### src/rtl/filter_coef_sequencer.sv
// filter_coef_sequencer: sample passthrough to a FIR with drained, flushed coefficient reload
module filter_coef_sequencer #(
  parameter int DATA_W    = 18,
  parameter int COEF_W    = 18,
  parameter int NUM_COEF  = 16,
  parameter int ADDR_W    = 4,
  parameter int PIPE_LAT  = 20,
  parameter int FLUSH_LEN = 32
) (
  input  logic              Clk_i,
  input  logic              Rst_i,
  input  logic [DATA_W-1:0] Data_i,
  input  logic              DataNd_i,
  output logic [DATA_W-1:0] FiltData_o,
  output logic              FiltDataNd_o,
  input  logic [DATA_W-1:0] FiltData_i,
  input  logic              FiltValid_i,
  output logic [DATA_W-1:0] Data_o,
  output logic              DataValid_o,
  input  logic              CoefWrEn_i,
  input  logic [ADDR_W-1:0] CoefAddr_i,
  input  logic [COEF_W-1:0] CoefData_i,
  input  logic              Commit_i,
  output logic              FiltCoefWe_o,
  output logic [ADDR_W-1:0] FiltCoefAddr_o,
  output logic [COEF_W-1:0] FiltCoefData_o,
  output logic              Busy_o,
  output logic [15:0]       DropCnt_o
);
  localparam int CNT_W = 16;
  typedef enum logic [2:0] {RUN, DRAIN, LOAD, FLUSH, SETTLE} state_t;
  state_t state, state_n;
  logic [CNT_W-1:0] cnt, cnt_n, len;
  logic [ADDR_W-1:0] addr_n;
  logic pending, pass_n;
  logic [COEF_W-1:0] shadow [NUM_COEF];
  always_comb begin
    len = state == LOAD ? CNT_W'(NUM_COEF) : state == FLUSH ? CNT_W'(FLUSH_LEN) : CNT_W'(PIPE_LAT);
    state_n = state;
    cnt_n = '0;
    if (state == RUN) state_n = (Commit_i || pending) ? DRAIN : RUN;
    else if (cnt == len - CNT_W'(1)) state_n = state == DRAIN ? LOAD : state == LOAD ? FLUSH : state == FLUSH ? SETTLE : RUN;
    else cnt_n = cnt + CNT_W'(1);
    addr_n = cnt_n[ADDR_W-1:0];
    pass_n = state_n == RUN || state_n == DRAIN;
  end
  // outputs are registered from the state being entered so they line up with Busy_o
  always_ff @(posedge Clk_i) begin
    if (Rst_i) begin
      state <= RUN;
      cnt <= '0;
      pending <= 1'b0;
      FiltData_o <= '0;
      FiltDataNd_o <= 1'b0;
      Data_o <= '0;
      DataValid_o <= 1'b0;
      FiltCoefWe_o <= 1'b0;
      FiltCoefAddr_o <= '0;
      FiltCoefData_o <= '0;
      Busy_o <= 1'b0;
      DropCnt_o <= '0;
    end else begin
      state <= state_n;
      cnt <= cnt_n;
      pending <= state == RUN ? 1'b0 : pending | Commit_i;
      Busy_o <= state_n != RUN;
      FiltDataNd_o <= state == RUN ? DataNd_i : state_n == FLUSH;
      FiltData_o <= state == RUN ? Data_i : state_n == FLUSH ? '0 : FiltData_o;
      DataValid_o <= pass_n && FiltValid_i;
      Data_o <= pass_n ? FiltData_i : Data_o;
      FiltCoefWe_o <= state_n == LOAD;
      FiltCoefAddr_o <= state_n == LOAD ? addr_n : FiltCoefAddr_o;
      FiltCoefData_o <= state_n == LOAD ? shadow[addr_n] : FiltCoefData_o;
      if (Busy_o && DataNd_i && DropCnt_o != 16'hFFFF) DropCnt_o <= DropCnt_o + 16'd1;
    end
  end
  always_ff @(posedge Clk_i)
    if (!Rst_i && state == RUN && CoefWrEn_i && {1'b0, CoefAddr_i} < (ADDR_W+1)'(NUM_COEF))
      shadow[CoefAddr_i] <= CoefData_i;
endmodule

### config.mk
export PLATFORM = sky130hd
export DESIGN_NAME = filter_coef_sequencer
export DESIGN_NICKNAME = d
export VERILOG_FILES = /design/src/rtl/filter_coef_sequencer.sv
export SDC_FILE = /design/constraint.sdc
export NUM_CORES = 1
export LEC_CHECK = 0
export ABC_AREA = 1
export BUFFER_PORTS_ARGS = -buffer_cell sky130_fd_sc_hd__buf_2
export CELL_PAD_IN_SITES_DETAIL_PLACEMENT = 1
export CELL_PAD_IN_SITES_GLOBAL_PLACEMENT = 2
export CORE_AREA = 2 2 225 227
export CTS_CLUSTER_SIZE = 40
export DETAILED_ROUTE_END_ITERATION = 7
export DIE_AREA = 0 0 227 229
export HOLD_SLACK_MARGIN = 0.08
export PLACE_DENSITY = 0.75
export SLEW_MARGIN = 20
export SYNTH_ARGS = -nofsm -noshare
export SYNTH_HDL_FRONTEND = slang
export SYNTH_SLANG_ARGS = --single-unit
### constraint.sdc
create_clock -name Clk_i -period 2.3 [get_ports Clk_i]
set_clock_uncertainty 0.1 [all_clocks]
set_input_delay 0.23 -clock Clk_i [delete_from_list [all_inputs] [get_ports Clk_i]]
set_output_delay 0.23 -clock Clk_i [all_outputs]
set_load 0.03 [all_outputs]
* Word-level counts from Yosys, hierarchy flattened
Memories as Yosys holds them, arrays and structs flattened. A register that Yosys moved wholly into a read port is not among the register bits.
Index checks and enable logic that the tools add are counted.
W data, S select, Z words.
** Word-level totals
- Register bits after elaboration :: 80
- Bits in latches :: 0
- Memory bits (writable) :: 288
- ROM bits :: 0
- Logic and storage cells :: 54
- Memories kept :: 1
** Cells by class
- $add $sub $neg :: 3
- Multiply operators :: 0
- Divide/modulo/power cells :: 0
- $lt $le $gt $ge :: 0
- Equality and inequality tests :: 8
- Shifts and indexed selects :: 0
- Muxes and demuxes :: 15
- Bitwise logic cells :: 1
- Reductions and logical operators :: 14
** Memories
- shadow :: words 16, bits a word 18, rd ports 1, clocked after memory_dff 1, wr ports 1, line 36 : logic [COEF_W-1:0] shadow [NUM_COEF];
** Operators by type and width (count)
- $mux W18 :: 2
- $add A16 B1 Y16 const B :: 2
- $eq A16 B16 Y1 :: 1
- $ne A16 B16 Y1 const B :: 1
- $mux W3 :: 5
- $eq A3 B2 Y1 const B :: 4
- $mux W6 :: 2
- $mux W4 :: 2
- $sub A6 B1 Y7 const B :: 1
- $eq A3 B1 Y1 const B :: 2
- $logic_not A3 Y1 :: 2
- $logic_and A1 B1 Y1 :: 5
- $mux W1 :: 4
- $reduce_bool A3 Y1 :: 1
- $reduce_or A3 Y1 :: 1
- $logic_or A1 B1 Y1 :: 2
- $reduce_bool A2 Y1 :: 1
- $reduce_or A2 Y1 :: 1
- $logic_not A1 Y1 :: 1
- $or A1 B1 Y1 :: 1

* Longest topological paths before layout
Gate-level depths: netlist of run 1.
- Depth in word-level cells :: 10
- Mapped depth :: 17

* Worst setup path after synthesis of run 1
Ideal clock, no wire load.
- Path kind :: register to register
- Start :: reg state[1]
- End :: mem shadow[11][0], enable pin
- Arrival time :: 1950 ps
- Path slack :: -142 ps
- Stages on the path, launching flop included :: 7
- Path buffers :: 1
- Path through :: dfxtp_1 -> nor2_1 -> nand2_2 -> buf_1 -> nor2_1 -> nand3_1 -> nor2_1
** Between the ends
- Word-level cells in the longest chain between the ends :: 5
** Ends and longest elaborated chain
- start, declared :: line 32 : state_t state, state_n;
- start signal, assigned :: line 63 : state <= state_n;
- $logic_not A3 Y1 :: line 78 : if (!Rst_i && state == RUN && CoefWrEn_i && {1'b0, CoefAddr_i} < (ADDR_W+1)'(NUM_COEF))
- $logic_and A1 B1 Y1 (2 in a row) :: line 78
- $mux W1 :: line 78
- $mux W1 (not written as such) :: line 79 : shadow[CoefAddr_i] <= CoefData_i;
- end, declared :: line 36
Every way passes these cells.

* Final worst setup path of run 1
- Start :: reg cnt[1]
- End :: reg FiltCoefData_o[15] (read register of shadow)
** Between the ends
- Word-level cells in the longest chain between the ends :: 4
- Elaborated cells between the ends (all ways) :: 7
- Classes of those cells :: add/sub (1); eq/ne (2); mux (4)
** Ends and longest elaborated chain
- start, declared :: line 33 : logic [CNT_W-1:0] cnt, cnt_n, len;
- start signal, assigned :: line 64 : cnt <= cnt_n;
- parallel branches: the longest is 4 deep, another holds $add A16 B1 Y16
- end, declared :: line 26 : output logic [COEF_W-1:0] FiltCoefData_o,
Several ways; the timed one is not identified.
A chain may end at the register's enable or synchronous reset.

==> results of run 1 <==
## what timing repair did
action,in CTS,in global routing
gates cloned,15,10
endpoints found under the hold margin,327,0
hold buffers,57,0
pin swaps,26,25
setup endpoints to repair,348,354
setup buffers,20,22
gates resized for setup,74,90
## worst reg2reg max path, delay by kind of cell, from the launching register on
kind	cells	cell delay [ns]
AOI/OAI and AO/OA	1	0.07
DFF	1	0.35
and+or+nand+nor	11	1.11
adders and majority gates	1	0.15
buffers and inverters	4	0.49
## registers in the layout, indices dropped and copies added, names as in the netlist
| register | cells |
|---|---|
| FiltCoefAddr_o | 4 |
| pending | 1 |
| FiltCoefData_o | 18 |
| DropCnt_o | 16 |
| DataValid_o | 1 |
| Busy_o | 1 |
| FiltDataNd_o | 1 |
| FiltCoefWe_o | 1 |
| shadow | 288 |
| FiltData_o | 18 |
| Data_o | 18 |
| state | 3 |
| cnt | 16 |
## layer usage
layer	routed length (um)	up-vias
li1	-	6416
met4	1460	4
met2	28800	382
met1	25300	6882
met5	23	-
met3	3930	99
## power groups by stage
| stage | Clock (W) | Sequential, W | Combinational [W] |
|---|---|---|---|
| global placement | 0 | 0.00774 | 0.00122 |
| CTS | 0.00687 | 0.00759 | 0.00147 |
| finish | 0.00675 | 0.00759 | 0.00160 |
| global route | 0.00715 | 0.00760 | 0.00173 |
| detailed placement | 0 | 0.00774 | 0.00124 |
| floorplan | 0 | 0.00784 | 0.000567 |
## through the flow
step	total power [W]	hold slack, ns	setup WS, ns	TNS, ns
2_1_floorplan	0.00840	0.229	-0.142	-30.17
6_report	0.0159	0.184	-0.105	-1.37
3_3_place_gp	0.00896	0.363	-0.254	-57.36
4_1_cts	0.0159	0.115	-0.103	-3.84
5_1_grt	0.0165	0.186	-0.244	-7.42
3_5_place_dp	0.00898	0.368	-0.314	-81.08
## placed cells by master (no fill, tap or decap), drive strengths merged, types with 3 or more instances in the layout
| cell type | instances |
|---|---|
| o21a | 3 |
| xor2 | 8 |
| nor2 | 177 |
| a21oi | 37 |
| nor4 | 3 |
| nand4 | 3 |
| dlygate4sd3 | 57 |
| inv | 264 |
| clkinv | 19 |
| buf | 327 |
| xnor2 | 5 |
| nand3 | 344 |
| nand2 | 281 |
| edfxtp | 288 |
| bufbuf | 3 |
| dfxtp | 98 |
| nor3 | 11 |
| o21ai | 31 |
| clkbuf | 68 |
| nand3b | 73 |
## final timing paths
kind	to	start	slack, ns	depth (start not counted)
min	FiltCoefAddr_o[0]	Rst_i	0.18	5
min reg2reg	FiltData_o[17]	FiltData_o[17]	0.38	2
max reg2reg	FiltCoefData_o[15]	cnt[1]	-0.11	17
max	FiltCoefData_o[15]	cnt[1]	-0.11	17
## final cells by class
| cell class | instances | area (um2) |
|---|---|---|
| Antenna cell | 2 | 5.00 |
| Clock buffer | 59 | 1200 |
| Clock inverter | 21 | 161 |
| Fill cell | 5572 | 26800 |
| Inverter | 265 | 1020 |
| Multi-Input combinational cell | 985 | 5210 |
| Sequential cell | 386 | 10600 |
| Tap cell | 672 | 841 |
| Timing Repair Buffer | 396 | 3820 |
## cells by family (layout without fill, tap and decap cells)
family                     after synthesis  in the layout
AOI/OAI and AO/OA                       76             76
DFF                                    386            386
buffers and inverters                  358            741
and+or+nand+nor                        891            894
other                                    0              2
adders and majority gates                2              2
xor gates and xnor gates                13             13
==> results_dict.tcl, run 1 <==
set metrics [dict create \
    critPathMaxFanout 9 \
    synth-simple-area-share_pct 24.6 \
    syn_inst 1726 \
    path_delay_family "simple AND/OR/NAND/NOR gates" \
    worst_slack_ns -0.105 \
    crit_path_end_kind "register" \
    dpl_cell_area_mm2 0.0195 \
    clock_tree.buffer_depth 3 \
    clock_latency_ns 0.59 \
    start_kind "register" \
    ir_worst_vdd_uv 545 \
    synth_most_common_cell "nand3_1" \
    synth_edf_count 288 \
    yosys-top-cells-count "344 x nand3_1, 288 x edfxtp_1, 274 x nand2_1" \
    synth-adder-area-share_pct 0.150 \
    syn_nets 1792 \
    synth.area.mux_share_pct 0 \
    ys_ff_latch 386 \
    synth_cell_type_count 33 \
    synth_top_area_share_pct 51.7 \
    hold_path_class "in -> reg" \
    grt_pass1_vias 14400 \
    rsz0062_at_grt "true" \
    ys_warn_count 0 \
    synthArstFlopShare_pct 0 \
    cts_sinks 386 \
    vias_per_cell 4.95 \
    ys.flop_type "edfxtp_1" \
    start_util_pct 33.7 \
    finalHoldViolCount 0 \
    worst_pin_slew_ns 0.756 \
    required_ns 2.65 \
    layout-drive-gt1-share_pct 24.8 \
    antenna_found_initial 3 \
    ant_nets 0 \
    cts-buffers-inserted 43 \
    path_clk_slew_ns 0.06 \
    power_density_mw_per_mm2 697 \
    synth_xor_area_share_pct 0.681 \
    grt_first_pass_wirelength_um 86600 \
    critPathSlowestCell "dfxtp_2" \
    post_drt_wl_per_cell_um 21.4 \
    p_int_w 0.0121 \
    synth_top_family_by_area "simple AND/OR/NAND/NOR gates" \
    use_met1_pct 28.9 \
    stdcell_area_mm2 0.0229 \
    vias 13800 \
    seq_area_frac_synth_pct 63.5 \
    finalSetupViolCount 34 \
    seqPwrFrac_pct 47.6 \
    dp_cells 2585 \
    synthToLayoutAreaGrowth_pct 36.8 \
    worst_slew_margin_rel_pct 49.6 \
    violations "negative setup slack" \
    drcViolationCount 0 \
    port-buffer-count 141 \
    die_w_um 227 \
    cpPeakStageDelay_ns 0.35 \
    final_util_pct 46.1 \
    drtPass1Iterations 5 \
    finalNonFillerCells 2786 \
    die_y_um 229 \
    nNetsFinal 2143 \
    use_met2_pct 37.1 \
    crit_top_cell "nand2_2" \
    cp_num_buf_inv 4 \
    crit_type "reg -> reg" \
    status "complete, but fails checks" \
    cts-root-buf "clkbuf_16" \
    grt_usage_pct 22.2 \
    rows 82 \
    p_comb_share_pct 10.0 \
    synth_top_area_cell "edfxtp_1" \
    slew_violations 0 \
    htreeDepth 2 \
    switchingPower_w 0.00387 \
    pwr-share-clk_pct 42.3 \
    grt_max_degree 56 \
    post_synth.cell_area_avg_um2 9.69 \
    netlist_area_mm2 0.0167 \
    crit_arrival_ns 2.76 \
    synthTopCellsByArea "edfxtp_1 52%, dfxtp_1 12%, nand3_1 10%" \
    grt_overflow_total 0 \
    io_pins 142 \
    p_leak_nw 9.76 \
    globalplace.congestion 0.776 \
    cp_cell_sequence "ha_4, nand2_4, nor3_4, buf_4, nand3b_1, nor2_2, nand2_2, nand2_2, o21ai_2, nand2_2, nor2_4, buf_12, buf_12, nor2_2, nor2_1, nand2_1, inv_1" \
    cap_violations 0 \
    switching_share_pct 24.3 \
    fin_crit_sh_pct 105 \
    cts_tree "done" \
    gr-usage-met3_pct 4.84 \
    drt_wl_total_um 59600 \
    dp_hpwl_um 34900 \
    layout_min_cycle_time_ns 2.41 \
    clock.fmax_mhz 416 \
    drtIter0Drc 914 \
    synth-compound-area-share_pct 2.48 \
    core_area_mm2 0.0497 \
    grt_busiest_layer "met2" \
    dieArea_mm2 0.0520 \
]
(Power assumes the default switching activity.)
==> inputs of run 2 (changes only) <==
--- a/config.mk
+++ b/config.mk
@@ -8,13 +8,13 @@
 export ABC_AREA = 1
 export BUFFER_PORTS_ARGS = -buffer_cell sky130_fd_sc_hd__buf_2
 export CELL_PAD_IN_SITES_DETAIL_PLACEMENT = 1
-export CELL_PAD_IN_SITES_GLOBAL_PLACEMENT = 2
-export CORE_AREA = 2 2 225 227
+export CELL_PAD_IN_SITES_GLOBAL_PLACEMENT = 1
+export CORE_AREA = 2 2 203 205
 export CTS_CLUSTER_SIZE = 40
 export DETAILED_ROUTE_END_ITERATION = 7
-export DIE_AREA = 0 0 227 229
+export DIE_AREA = 0 0 205 207
 export HOLD_SLACK_MARGIN = 0.08
-export PLACE_DENSITY = 0.75
+export PLACE_DENSITY = 0.76
 export SLEW_MARGIN = 20
 export SYNTH_ARGS = -nofsm -noshare
 export SYNTH_HDL_FRONTEND = slang
==> run 2 against run 1 <==
Compared with the run above:
- the run still ends with negative setup slack left
- critical path depth fell by 1
- via count rose by 2.0%
- die area fell by 18%
- core utilization rose by 9.7 points
- first-iteration DRC count rose by 61%
- sequential power barely moved
- fmax fell by 1.4%
- combinational power barely moved
- cell area fell by 1.7%
- cell count fell by 6.9%
- power rose by 1.1%
==> results_dict.tcl, run 2 (same netlist as run 1, synthesis figures left out) <==
set metrics [dict create \
    largest_reg_flops 288 \
    cts_tree "done" \
    critPathMaxFanout 6 \
    ant_nets 0 \
    crit_type "reg -> reg" \
    layout_min_cycle_time_ns 2.44 \
    required_ns 2.66 \
    synthToLayoutAreaGrowth_pct 34.5 \
    io_pins 142 \
    dpl_cell_area_mm2 0.0190 \
    core_area_mm2 0.0404 \
    finalNonFillerCells 2595 \
    status "complete, but fails checks" \
    largest-register "shadow" \
    path_delay_family "simple AND/OR/NAND/NOR gates" \
    grt_busiest_layer "met2" \
    crit_arrival_ns 2.80 \
    violations "negative setup slack" \
    layout_common_cells "288 x edfxtp_1, 263 x nand3_1, 252 x inv_1, 246 x nand2_1, 146 x nor2_1" \
    htreeDepth 2 \
    cap_violations 0 \
    rows 74 \
    rsz0062_at_grt "true" \
    stdcell_area_mm2 0.0225 \
    crit_path_end_kind "register" \
    finalSetupViolCount 16 \
    dp_cells 2411 \
    start_util_pct 41.4 \
    fin_crit_sh_pct 106 \
    fin_tns_setup_ns -1.11 \
    antenna_found_initial 1 \
    worst_slack_ns -0.139 \
    vias_per_cell 5.42 \
    die_w_um 205 \
    grt_first_pass_wirelength_um 86800 \
    vias 14100 \
    ir_worst_vdd_uv 550 \
    die_y_um 207 \
    worst_slew_margin_rel_pct 49.7 \
    gr-usage-met3_pct 3.79 \
    finalHoldViolCount 0 \
    use_met1_pct 34.9 \
    fin_hold_ws_ns 0.148 \
    critPathSlowestCell "dfxtp_2" \
    cts-buffers-inserted 43 \
    grt_pass1_vias 14700 \
    clock.fmax_mhz 410 \
    start_kind "register" \
    drcViolationCount 0 \
    clock_tree.buffer_depth 3 \
    nNetsFinal 2095 \
    final_common_cell "edfxtp_1" \
    clock_latency_ns 0.57 \
    drt_wl_total_um 60500 \
    dp_hpwl_um 32600 \
    slew_violations 0 \
    grt_usage_pct 27.1 \
    crit_top_cell "nand3_1" \
    worst_pin_slew_ns 0.754 \
    cp_cell_sequence "ha_4, nand2_2, nor3_2, nand2_1, buf_6, o21ai_4, buf_6, clkbuf_16, clkbuf_16, nand2_1, nand3_1, nand3_1, nand3_1, nand3_1, nand2_1, inv_1" \
    p_leak_nw 9.62 \
    post_drt_wl_per_cell_um 23.3 \
    cpPeakStageDelay_ns 0.36 \
    cp_num_buf_inv 5 \
    grt_max_degree 56 \
    final_util_pct 55.7 \
    power_density_mw_per_mm2 717 \
    path_clk_slew_ns 0.06 \
    drtIter0Drc 1476 \
    cts_sinks 386 \
    dieArea_mm2 0.0424 \
    use_met2_pct 46.6 \
    port-buffer-count 141 \
    globalplace.congestion 0.854 \
    layout-drive-gt1-share_pct 25.6 \
    cts-root-buf "clkbuf_16" \
    drtPass1Iterations 5 \
    grt_overflow_total 0 \
    hold_path_class "in -> reg" \
]
## run 2: power by group
part | internal (W) | leakage, nW | switching [W]
sequential | 0.00756 | 3.39 | 0.0000403
clock | 0.00403 | 0.681 | 0.00286
combinational | 0.000654 | 5.55 | 0.000976
total | 0.0122 | 9.62 | 0.00388
## run 2: per-stage QoR
step	setup WS (ns)	total power [W]
after CTS	-0.0976	0.0161
after global placement	-0.103	0.00890
final	-0.139	0.0161
after floorplan	-0.142	0.00840
after detailed placement	-0.242	0.00894
after global routing	-0.257	0.0166
## run 2: metal layers
metal | share of wire [%] | wire length (um) | up-vias
met2 | 50 | 29900 | 577
met1 | 40 | 24200 | 7008
li1 | - | - | 6330
met5 | 0.018 | 11 | -
met4 | 3.5 | 2090 | 2
met3 | 7.0 | 4230 | 144
## run 2: worst register-to-register path: stages (launching register included)
cell	delay (ns)
dfxtp_2	0.36
ha_4	0.14
nand2_2	0.05
nor3_2	0.14
nand2_1	0.12
buf_6	0.14
o21ai_4	0.20
buf_6	0.16
clkbuf_16	0.18
clkbuf_16	0.16
nand2_1	0.06
nand3_1	0.08
nand3_1	0.11
nand3_1	0.11
nand3_1	0.09
nand2_1	0.09
inv_1	0.05
## run 2: layout make-up
| type | count | area [um2] |
|---|---|---|
| Fill cell | 4362 | 17900 |
| Clock buffer | 51 | 1120 |
| Multi-Input combinational cell | 984 | 5380 |
| Sequential cell | 386 | 10600 |
| Timing Repair Buffer | 349 | 3420 |
| Clock inverter | 27 | 264 |
| Antenna cell | 1 | 2.50 |
| Tap cell | 532 | 666 |
| Inverter | 265 | 1020 |
## run 2: path summary, 6_finish.rpt
path / startpoint / depth (start not counted) / endpoint / slack [ns]
setup / recovery: cnt[0] / 16 / FiltCoefData_o[0] / -0.14
hold / removal: Rst_i / 5 / DropCnt_o[8] / 0.15
setup reg to reg: cnt[0] / 16 / FiltCoefData_o[0] / -0.14
hold reg to reg: FiltData_o[14] / 2 / FiltData_o[14] / 0.39
## run 2: repair_timing
item	CTS	global route
setup endpoints to repair	334	258
buffers inserted	16	13
pin swaps	30	49
resized for setup	87	127
gates cloned	15	11
endpoints found under the hold margin	327	0
hold buffers	57	0
==> inputs of run 3 (changes only) <==
--- a/config.mk
+++ b/config.mk
@@ -15,6 +15,8 @@
 export DIE_AREA = 0 0 205 207
 export HOLD_SLACK_MARGIN = 0.08
 export PLACE_DENSITY = 0.76
+export REMOVE_ABC_BUFFERS = 1
+export SKIP_LAST_GASP = 1
 export SLEW_MARGIN = 20
 export SYNTH_ARGS = -nofsm -noshare
 export SYNTH_HDL_FRONTEND = slang
==> run 3 against run 2 <==
Compared with the run above:
- the flow still finishes with violations (negative setup slack)
- critical path type unchanged
- non-clock buffer count down 1
- highest routed layer is now met4
- critical path depth up 1
- count of clock-buffer cells in the layout up 15
- sequential share of layout area up 0.41 points
- hold slack worse by 0.011 ns
- core utilization down 0.46 points
- setup slack better by 0.052 ns
==> results_dict.tcl, run 3 (same netlist as run 1, synthesis figures left out) <==
set metrics [dict create \
    largest_reg_flops 288 \
    drtPass1Iterations 6 \
    nNetsFinal 2093 \
    ant_nets 0 \
    path_clk_slew_ns 0.06 \
    crit_arrival_ns 2.80 \
    grt_pass1_vias 14800 \
    core_area_mm2 0.0404 \
    vias_per_cell 5.42 \
    post-place-ws_ns -0.0996 \
    required_ns 2.72 \
    worst_pin_slew_ns 0.792 \
    dieArea_mm2 0.0424 \
    clock_tree.buffer_depth 3 \
    violations "negative setup slack" \
    status "complete, but fails checks" \
    power_density_mw_per_mm2 729 \
    rows 74 \
    finalHoldViolCount 0 \
    fin_crit_sh_pct 104 \
    layout_common_cells "304 x nand3_1, 288 x edfxtp_1, 261 x nand2_1, 256 x inv_1, 143 x nor2_1" \
    drtIter0Drc 1055 \
    worst_slack_ns -0.0870 \
    largest-register "shadow" \
    crit_path_end_kind "register" \
    clock_latency_ns 0.58 \
    io_pins 142 \
    die_w_um 205 \
    cts-buffers-inserted 43 \
    vias 14100 \
    synthToLayoutAreaGrowth_pct 33.4 \
    htreeDepth 2 \
    rsz0062_at_grt "true" \
    start_util_pct 41.4 \
    cts-root-buf "clkbuf_16" \
    hold_path_class "in -> reg" \
    grt_max_degree 56 \
    cts_tree "done" \
    grt_overflow_total 0 \
    worst_slew_margin_rel_pct 47.2 \
    grt_usage_pct 25.3 \
    cts_sinks 386 \
    fin_hold_ws_ns 0.138 \
    drcViolationCount 0 \
    grt_first_pass_wirelength_um 82800 \
    layout-drive-gt1-share_pct 23.2 \
    layout_min_cycle_time_ns 2.39 \
    die_y_um 207 \
    slew_violations 0 \
    ir_worst_vdd_uv 649 \
    globalplace.congestion 0.826 \
    antenna_found_initial 1 \
    cap_violations 0 \
    post_drt_wl_per_cell_um 22.6 \
    critPathMaxFanout 7 \
    clock.fmax_mhz 419 \
    drt_wl_total_um 58700 \
    final_common_cell "nand3_1" \
    port-buffer-count 141 \
    dp_hpwl_um 32300 \
    p_leak_nw 9.56 \
    finalSetupViolCount 21 \
    crit_type "reg -> reg" \
    start_kind "register" \
]
-- run 3: cell types whose count changed in the layout (fill, tap and decap cells not counted), moves of 7 or more --
| cell | delta |
|---|---|
| buf_6 | +8 |
| buf_12 | -14 |
| nand3_1 | +41 |
| nand3_2 | -42 |
| nor2_2 | -7 |
| clkbuf_16 | +8 |
| nand2_2 | -18 |
| clkbuf_8 | +9 |
| nand2_1 | +15 |
| nor2_4 | +10 |
-- run 3: worst paths after layout --
check / start / to / slack (ns) / cells after the start
worst max-delay path: cnt[0] / FiltCoefData_o[15] / -0.09 / 17
worst min-delay path: Rst_i / FiltCoefAddr_o[2] / 0.14 / 5
worst max register to register: cnt[0] / FiltCoefData_o[15] / -0.09 / 17
worst min register to register: Data_o[13] / Data_o[13] / 0.38 / 2
-- run 3: repair_timing --
item | CTS | global route
setup endpoints to repair | 210 | 367
hold buffers | 57 | 0
endpoints found under the hold margin | 328 | 0
pin swaps | 9 | 43
gates resized for setup | 43 | 133
gates cloned | 7 | 19
buffers inserted | 6 | 16
-- run 3: layout make-up --
type | count | area, um2
Fill cell | 4377 | 18100
Timing Repair Buffer | 348 | 3310
Antenna cell | 1 | 2.50
Clock inverter | 12 | 148
Tap cell | 532 | 666
Inverter | 265 | 1010
Sequential cell | 386 | 10600
Multi-Input combinational cell | 983 | 5260
Clock buffer | 66 | 1290
-- run 3: where the power goes --
group          total (W)  switching (W)  leakage (nW)  internal, W
sequential       0.00760      0.0000388          3.40      0.00756
combinational    0.00159       0.000954          5.46     0.000636
clock            0.00708        0.00287         0.712      0.00420
-- run 3: critical path: stages, from the launching register on --
cell	delay [ns]
dfxtp_2	0.36
ha_4	0.17
nand2_4	0.05
nor3_4	0.15
nand2_2	0.09
buf_6	0.12
o21ai_4	0.19
buf_6	0.14
buf_12	0.16
buf_4	0.17
nor2_1	0.07
nor2_1	0.12
nand2_1	0.07
nand3_1	0.09
nand3_1	0.09
nand3_1	0.09
nand2_1	0.05
inv_1	0.05
-- run 3: stage by stage --
step	total power (W)	utilization [%]	area [um2]	TNS [ns]	std cells
final	0.0163	55.3	22300	-0.910	2593
after global routing	0.0167	55.3	22300	-6.01	2593
after CTS	0.0161	52.7	21300	-1.43	2561
after detailed placement	0.00893	46.9	18900	-5.47	2413
after global placement	0.00888	46.9	18900	-0.130	2413
after floorplan	0.00842	-	16300	-161.21	1633
-- run 3: layer usage --
| layer | track usage (%) | wire [um] |
|---|---|---|
| met3 | 4.50 | 4180 |
| met2 | 45.3 | 30400 |
| met4 | 9.38 | 2190 |
| met5 | 0 | 0 |
| met1 | 30.2 | 22000 |
